File: src/rtl/score_display_driver.sv
// Converts two binary scores to BCD with a shared sequential double-dabble FSM and
// scans them onto a 4-digit common-anode display. Optional score flash: SCORE_FLASH_EN.
module score_display_driver #(
    parameter int unsigned SCORE_W      = 7,
    parameter int unsigned REFRESH_DIV  = 50000,
    parameter int unsigned FLASH_CYCLES = 100000000,
    parameter int unsigned FLASH_SHIFT  = 22
) (
    input  logic               clk,
    input  logic               reset,
    input  logic [SCORE_W-1:0] score1,
    input  logic [SCORE_W-1:0] score2,
    input  logic [1:0]         increaseScore,
    output logic [7:0]         bcd1,
    output logic [7:0]         bcd2,
    output logic               busy,
    output logic [6:0]         seg_n,
    output logic [3:0]         dig_n
);
    localparam int unsigned REF_W = (REFRESH_DIV > 1) ? $clog2(REFRESH_DIV) : 1;

    typedef enum logic [1:0] {ST_IDLE, ST_LOAD, ST_SHIFT, ST_DONE} state_t;

    state_t      r_state, w_state_nxt;
    logic [14:0] r_sh1, r_sh2;
    logic [6:0]  r_cap1, r_cap2, r_last1, r_last2;
    logic [2:0]  r_iter;
    logic [7:0]  r_bcd1, r_bcd2;
    logic        r_busy;
    logic [REF_W-1:0] r_refresh;
    logic [1:0]  r_idx;
    logic [6:0]  r_seg_n;
    logic [3:0]  r_dig_n;

    logic [6:0]  w_clamp1, w_clamp2;
    logic        w_diff, w_capture;
    logic [3:0]  w_digit, w_dig_n;
    logic        w_blank, w_flash1, w_flash2;

    assign w_clamp1  = (score1 > SCORE_W'(99)) ? 7'd99 : score1[6:0];
    assign w_clamp2  = (score2 > SCORE_W'(99)) ? 7'd99 : score2[6:0];
    assign w_diff    = (w_clamp1 != r_last1) || (w_clamp2 != r_last2);
    assign w_capture = (w_state_nxt == ST_LOAD);

    // One double-dabble iteration: add 3 to nibbles >= 5, then shift left.
    function automatic logic [14:0] dabble_step(input logic [14:0] v);
        logic [14:0] t;
        t = v;
        if (t[14:11] >= 4'd5) t[14:11] = t[14:11] + 4'd3;
        if (t[10:7]  >= 4'd5) t[10:7]  = t[10:7]  + 4'd3;
        return {t[13:0], 1'b0};
    endfunction

    function automatic logic [6:0] seg7(input logic [3:0] d);
        case (d)
            4'd0:    seg7 = 7'b1000000;
            4'd1:    seg7 = 7'b1111001;
            4'd2:    seg7 = 7'b0100100;
            4'd3:    seg7 = 7'b0110000;
            4'd4:    seg7 = 7'b0011001;
            4'd5:    seg7 = 7'b0010010;
            4'd6:    seg7 = 7'b0000010;
            4'd7:    seg7 = 7'b1111000;
            4'd8:    seg7 = 7'b0000000;
            4'd9:    seg7 = 7'b0010000;
            default: seg7 = 7'h7F;
        endcase
    endfunction

    always_ff @(posedge clk or posedge reset) begin
        if (reset) r_state <= ST_IDLE;
        else       r_state <= w_state_nxt;
    end

    // DONE re-compares so a change that arrived while busy starts straight away.
    always_comb begin
        w_state_nxt = r_state;
        case (r_state)
            ST_IDLE:  if (w_diff) w_state_nxt = ST_LOAD;
            ST_LOAD:  w_state_nxt = ST_SHIFT;
            ST_SHIFT: if (r_iter == 3'd7) w_state_nxt = ST_DONE;
            ST_DONE:  w_state_nxt = w_diff ? ST_LOAD : ST_IDLE;
            default:  w_state_nxt = ST_IDLE;
        endcase
    end

    // Converter datapath; iteration 1 happens on the LOAD->SHIFT edge.
    always_ff @(posedge clk or posedge reset) begin
        if (reset) begin
            r_sh1   <= '0;
            r_sh2   <= '0;
            r_cap1  <= '0;
            r_cap2  <= '0;
            r_last1 <= '0;
            r_last2 <= '0;
            r_iter  <= '0;
            r_bcd1  <= '0;
            r_bcd2  <= '0;
            r_busy  <= 1'b0;
        end else begin
            r_busy <= (w_state_nxt != ST_IDLE);
            case (r_state)
                ST_IDLE, ST_DONE: begin
                    if (w_capture) begin
                        r_sh1  <= {8'd0, w_clamp1};
                        r_sh2  <= {8'd0, w_clamp2};
                        r_cap1 <= w_clamp1;
                        r_cap2 <= w_clamp2;
                        r_iter <= 3'd0;
                    end
                end
                ST_LOAD: begin
                    r_sh1  <= dabble_step(r_sh1);
                    r_sh2  <= dabble_step(r_sh2);
                    r_iter <= 3'd1;
                end
                ST_SHIFT: begin
                    if (r_iter != 3'd7) begin
                        r_sh1  <= dabble_step(r_sh1);
                        r_sh2  <= dabble_step(r_sh2);
                        r_iter <= r_iter + 3'd1;
                    end else begin
                        r_bcd1  <= r_sh1[14:7];
                        r_bcd2  <= r_sh2[14:7];
                        r_last1 <= r_cap1;
                        r_last2 <= r_cap2;
                    end
                end
                default: ;
            endcase
        end
    end

`ifdef SCORE_FLASH_EN
    localparam int unsigned FL_W = $clog2(FLASH_CYCLES + 1);
    logic [FL_W-1:0] r_flash1, r_flash2;

    // Per-player flash timers; a pulse (re)loads, otherwise count down to 0.
    always_ff @(posedge clk or posedge reset) begin
        if (reset) begin
            r_flash1 <= '0;
            r_flash2 <= '0;
        end else begin
            if (increaseScore[0])     r_flash1 <= FL_W'(FLASH_CYCLES);
            else if (r_flash1 != '0)  r_flash1 <= r_flash1 - FL_W'(1);
            if (increaseScore[1])     r_flash2 <= FL_W'(FLASH_CYCLES);
            else if (r_flash2 != '0)  r_flash2 <= r_flash2 - FL_W'(1);
        end
    end

    assign w_flash1 = (r_flash1 != '0) && r_flash1[FLASH_SHIFT];
    assign w_flash2 = (r_flash2 != '0) && r_flash2[FLASH_SHIFT];
`else
    logic w_unused;
    assign w_unused = ^{increaseScore, FLASH_CYCLES[0], FLASH_SHIFT[0]};
    assign w_flash1 = 1'b0;
    assign w_flash2 = 1'b0;
`endif

    // Digit select with leading-zero blanking on tens digits.
    always_comb begin
        w_digit = bcd1[7:4];
        w_blank = 1'b0;
        w_dig_n = 4'b0111;
        case (r_idx)
            2'd0: begin w_digit = r_bcd1[7:4]; w_blank = (r_bcd1[7:4] == 4'd0) || w_flash1; w_dig_n = 4'b0111; end
            2'd1: begin w_digit = r_bcd1[3:0]; w_blank = w_flash1;                          w_dig_n = 4'b1011; end
            2'd2: begin w_digit = r_bcd2[7:4]; w_blank = (r_bcd2[7:4] == 4'd0) || w_flash2; w_dig_n = 4'b1101; end
            default: begin w_digit = r_bcd2[3:0]; w_blank = w_flash2;                       w_dig_n = 4'b1110; end
        endcase
    end

    always_ff @(posedge clk or posedge reset) begin
        if (reset) begin
            r_refresh <= '0;
            r_idx     <= 2'd0;
            r_seg_n   <= 7'h7F;
            r_dig_n   <= 4'hF;
        end else begin
            if (r_refresh == REF_W'(REFRESH_DIV - 1)) begin
                r_refresh <= '0;
                r_idx     <= r_idx + 2'd1;
            end else begin
                r_refresh <= r_refresh + REF_W'(1);
            end
            r_seg_n <= w_blank ? 7'h7F : seg7(w_digit);
            r_dig_n <= w_dig_n;
        end
    end

    assign bcd1  = r_bcd1;
    assign bcd2  = r_bcd2;
    assign busy  = r_busy;
    assign seg_n = r_seg_n;
    assign dig_n = r_dig_n;
endmodule

File: config.mk
export PLATFORM = sky130hd
export DESIGN_NAME = score_display_driver
export DESIGN_NICKNAME = d
export VERILOG_FILES = /design/src/rtl/score_display_driver.sv
export SDC_FILE = /design/constraint.sdc
export NUM_CORES = 1
export LEC_CHECK = 0
export CAP_MARGIN = 20
export CORE_UTILIZATION = 30
export DETAILED_ROUTE_END_ITERATION = 10
export DONT_BUFFER_PORTS = 1
export HOLD_SLACK_MARGIN = 0.02
export PLACE_DENSITY = 0.48
export RECOVER_POWER = 100
export REMOVE_ABC_BUFFERS = 1
export SLEW_MARGIN = 20
export SYNTH_ARGS = -nofsm -noshare
export SYNTH_HDL_FRONTEND = slang
export SYNTH_SLANG_ARGS = --single-unit
File: constraint.sdc
create_clock -name clk -period 2.9 [get_ports clk]
set_input_delay 0.29 -clock clk [delete_from_list [all_inputs] [get_ports clk]]
set_output_delay 0.29 -clock clk [all_outputs]
set_load 0.05 [all_outputs]
# Word-level counts from Yosys, hierarchy flattened
# Memories as Yosys holds them, arrays and structs flattened.
# Cells that the tools add are included.
# Widths: inputs -> output; s select.
# word_totals
output_inout_bits	28
n_memories	1
latch_bits	0
ff_bits	109
input_bits	18
mem_bits_ro	112
wordCells	77
ram_bits	0
# classes
mul	0
n_lt_le_gt_ge	6
reduce_logical	10
n_div	0
n_bitwise	1
n_mux	24
shift	0
eq_ne	13
n_addsub	7
# memory_table
memory	depth	width	rd	rd_ports_with_merged_regs	write_ports	line_no	rtl
(name not given)	16	7	1	0	0	55	case (d)
# ops
cell	count
$pmux 15 s3	2
$mux 15	4
$pmux 4 s3	2
$mux 7	3
$add 16x1->16 const B	1
$eq 16x16->1 const B	1
$ge 4x3->1 const B	4
$mux 16	1
$gt 7x7->1 const B	2
$ne 7x7->1	2
$mux 3	4
$pmux 3 s3	1
$add 4x2->4 const B	2
$logic_not 4->1	2
$mux 4	2
$pmux 2 s4	1
$add 3x2->3 const B	2
$eq 2x1->1 const B	3
$eq 2x2->1 const B	3
$reduce_and 2->1	3
$logic_not 2->1	2
$mux 2	2
$ne 2x2->1 const B	2
$add 3x1->3 const B	1
9 further kinds	9

# Depth between registers and ports, before layout
# depth
depth_word	9
ltp_mapped	11
ltp_nobuf	10

# Worst setup path before layout
# Ideal clock, no wire load.
# synth_path
kind	flip-flop to flip-flop
start	register r_iter[0]
end	register r_cap1[2]
arrival_time_ns	2.336
period_less_slack_ns	2.461
n_path_buf	2
slack_ns	0.439
required_ns	2.775
path_stages_with_launch	12
setup_ns	0.125
path_cell_list	dfrtp_1 ha_1 ha_1 clkbuf_1 nand2b_1 a21oi_1 nor4_2 nand4b_2 o21ai_4 nand2b_4 buf_12 mux2_4
# synth_via
elab_chain_cells	5
# synth_lines
element	line_no	rtl
start, declared	27	logic [2:0] r_iter;
start signal, assigned	121	r_iter <= r_iter + 3'd1;
$eq 3x3->1	81	ST_SHIFT: if (r_iter == 3'd7) w_state_nxt = ST_DONE;
$mux 2	81	
$pmux 2 s4	78	case (r_state)
$eq 2x1->1	43	assign w_capture = (w_state_nxt == ST_LOAD);
$reduce_and 2->1 (no source line)	--	
end signal, assigned	107	r_cap1 <= w_clamp1;
end, declared	26	logic [6:0] r_cap1, r_cap2, r_last1, r_last2;
# No other way between the ends.
# A chain may end at the register's enable or synchronous reset.

# Worst setup path in the final report
# layout_path
start	register r_iter[0]
end	register r_sh1[5]
# layout_via
elab_chain_cells	6
elab_cells_between_ends	8
cone_classes	eq/ne (5); mux (2); reduce/logical (1)
# layout_lines
element	line_no	rtl
$eq 3x3->1	81	
$mux 2	81	
$pmux 2 s4	78	
$eq 2x1->1	43	
$ne 2x2->1 (no source line)	--	
$reduce_and 2->1 (no source line) *	--	
end signal, assigned	105	r_sh1 <= {8'd0, w_clamp1};
end signal, assigned	113	r_sh1 <= dabble_step(r_sh1);
end signal, assigned	119	r_sh1 <= dabble_step(r_sh1);
end, declared	25	logic [14:0] r_sh1, r_sh2;
# Every way passes the cells marked *; elsewhere a longest branch is shown, timed or not.

==> results.txt <==
----------------------------------------------------
[Status]
  Run status ... complete, but fails checks
  Failing checks ... max-capacitance violations, max-slew violations

[Final layout]
  Final #Nets ... 537
  Final design instance area without fill ... 5870 um^2
  Layout cells sized above 1 ... 0.109
  Leading cell type in the layout, fill and taps excluded ... dfrtp_1
  Area added between synthesis and finish ... 9.32%
  Antenna Cells ... 0
  Layout filler cell count ... 1792
  Most used cells in the layout excluding fill and tap cells ... dfrtp_1 (98), o21ai_0 (42), nand2_1 (40), nor2_1 (31), ha_1 (26)

[Global routing]
  Maximum number of pins on one net before global-route repair ... 75
  Met2 usage in global routing ... 0.215
  Met1 track utilization from global routing ... 0.174
  Fraction of met3 tracks used by global routing ... 0.0438
  Wire length of the first global-routing pass ... 19200 um
  Antenna violations before repair ... 0
  Routing layer with the top usage in global route ... met2
  GRT Residual Overflow ... 0
  Global-route usage over all layers ... 0.136
  Vias in the first global route ... 3660

[Clock tree]
  Number of buffers created by CTS ... 9
  Number of cells upsized or downsized after cts ... 0
  CTS hold repair buffers ... 0
  TritonCTS clock tree ... done
  Number of H-tree levels ... 3
  Clock-pin slew of the registers on the worst-case setup and hold paths ... 0.07 ns
  Clock Latency Late Sink ... 0.35 ns
  CTS Root Buffer Type ... clkbuf_16
  Number of buffers inserted to repair setup after CTS ... 0
  CTS Sinks ... 109
  Buffer levels on the longest clock path ... 2

[Drt]
  Via count normalized by instance count ... 4.97
  Violation count after the first detailed-route iteration ... 151
  Detailed-routing iteration count for the pre-antenna-repair pass ... 4
  Wire length per cell ... 15.7 um
  Remaining design rule violation count ... 0
  DR vias ... 3586
  Detailed Route WL ... 11300 um
  Antenna Violating Nets Remaining ... 0

[Synthesis]
  Primary flip-flop cell chosen by synthesis mapping ... dfrtp_1
  Cells taking the most area after synthesis ... dfrtp_1 (46%), ha_1 (6.1%), dfstp_2 (5.4%)
  Post-synthesis register bit count ... 109
  Yosys warnings ... 0
  Sequential element share of the synthesized area ... 0.510
  Share of the synthesized area in the top cell type ... 0.457
  Number of enable flip-flop cells after synthesis ... 0
  Number of cells produced by synthesis ... 482
  Mapped cell area ... 5370 um^2
  Average cell area after synthesis ... 11.1 um^2
  Number of different library cells in the post-synthesis netlist ... 58
  Proportion of register bits with asynchronous set or reset after synthesis ... 1.00
  Cell accounting for the most synthesized area ... dfrtp_1

[Flow run]
  Maximum capacitance violations ... 1

[Worst setup path]
  Required arrival time at the worst endpoint ... 3.14 ns
  Critical path peak fanout ... 19
  Nature of the critical path endpoint ... flip-flop
  Setup Crit Path Kind ... flip-flop to flip-flop
  Startpoint type of the worst setup path ... flip-flop
  Data arrival time of the worst path ... 2.84 ns

[STA]
  Final setup skew ... 0.00635 ns
  Worst slack on hold paths ... 0.0670 ns
  Post-route fraction of the period consumed by the critical path ... 0.898
  Remaining max-slew budget at the tightest pin ... -0.0502
  Min cycle time layout ... 2.60 ns
  Final Hold Vio Count ... 0
  Final setup viols ... 0
  FMAX ... 384 MHz
  Worst Tran Pin Value ... 1.57 ns
  Setup repair after global routing missed its margin ... no
  Number of max-slew violations in the final report ... 75
  TNS Setup ... 0 ns

[Die]
  Die outline height ... 136 um
  Die boundary width ... 136 um
  Initial cell density of the core ... 0.308
  Die Footprint ... 18400 um^2
  Core Box Area ... 17400 um^2
  Number of placed I/O pins ... 46
  Floorplan row count ... 48

[Power and ir drop]
  Total Power ... 6.49 mW
  Power density over cell area ... 1110 nW/um^2
  Static leakage ... 2.53 nW
  Worst vdd rail ir drop ... 0.475 mV

[Place]
  Instance area after placement ... 5670 um^2
  Count of port buffers added during placement ... 0
  Detailed Place HPWL ... 7950 um
  Routability congestion estimate ... 0.803

[Worst hold path]
  Class of the tightest hold or removal check ... input port to flip-flop

----------------------------------------------------
[power breakdown]
group	total (mW)	internal, mW	switching (mW)
combinational	2.47	1.08	1.38
sequential	2.90	2.08	0.820
clock	1.13	0.595	0.533
total	6.49	3.76	2.74
[flip-flops by register name (all words and copies together), names as in the netlist]
register and cells:
r_sh1 15, r_idx 2, dig_n 4, bcd1 8
seg_n 7, r_last2 7, r_cap2 7, r_sh2 15
r_cap1 7, r_last1 7, busy 1, r_refresh 16
r_state 2, r_iter 3, bcd2 8
[metrics by stage]
stage | cells | utilization | setup slack [ns]
floorplan | 469 | - | -0.246
global placement | 707 | 0.326 | 0.423
detailed placement | 707 | 0.326 | 0.389
CTS | 721 | 0.341 | 0.370
global route | 721 | 0.337 | 0.133
finish | 721 | 0.337 | 0.297
[cells by family after synthesis]
logic type / Yosys count / synth area share
simple gates: 137 / 0.131
flops: 109 / 0.510
compound gates: 105 / 0.137
buf+inv: 40 / 0.0333
mux: 37 / 0.0813
xor+xnor: 28 / 0.0457
fa+ha+maj: 26 / 0.0606
[final cells by class]
cell class                 count  area (um^2)  area share
multi-input combinational    333         2420       0.412
tap                          225          282      0.0480
sequential                   109         2740       0.467
clock buffer                  12          246      0.0420
inverter                      27          101      0.0173
timing repair buffer          13         71.3      0.0121
clock inverter                 2         11.3     0.00192
[Yosys cell counts (3+ instances only)]
cell type  count
ha_1          26
dfstp_2       11
o2bb2ai_1      3
inv_1         25
nor2b_1        3
and2_1         8
nor4_1         3
or3_1         10
o221a_1        8
and3_1         4
xnor2_1       18
o22ai_1        7
nor2_1        31
mux2_2        25
clkbuf_1       7
a22oi_1        3
xor2_1        10
a222oi_1       4
a31oi_1        5
nand2_1       40
mux2i_1        5
nor3_1         8
nor3b_1        5
a21oi_1       12
nand2b_1       6
dfrtp_1       98
mux2_4         7
o21ai_0       42
nand3_1        9
[per-layer routing]
metal	up-vias	part of all wire
met5	-	0
met4	0	0.012
met3	10	0.061
met2	76	0.46
met1	1778	0.46
li1	1722	-
[critical path, stage by stage (launching register included)]
cell	delay [ns]
dfrtp_1	0.41
ha_1	0.21
ha_1	0.27
nand2b_1	0.10
a21oi_1	0.10
nor4_1	0.30
nand4b_2	0.20
o21ai_4	0.18
buf_4	0.19
a21oi_4	0.17
o221a_2	0.35
[final timing paths]
kind	from	to	slack, ns	cells past startpoint
setup / recovery	r_iter[0]	r_sh1[5]	0.30	10
min in group asynchronous	reset	r_refresh[13]	0.28	1
setup reg to reg	r_iter[0]	r_sh1[5]	0.30	10
max in group asynchronous	reset	r_sh1[5]	0.97	2
hold reg to reg	r_refresh[0]	r_refresh[0]	0.48	1
hold / removal	score2[5]	r_cap2[5]	0.07	1
Note: power is estimated with default switching activity, not from simulation.
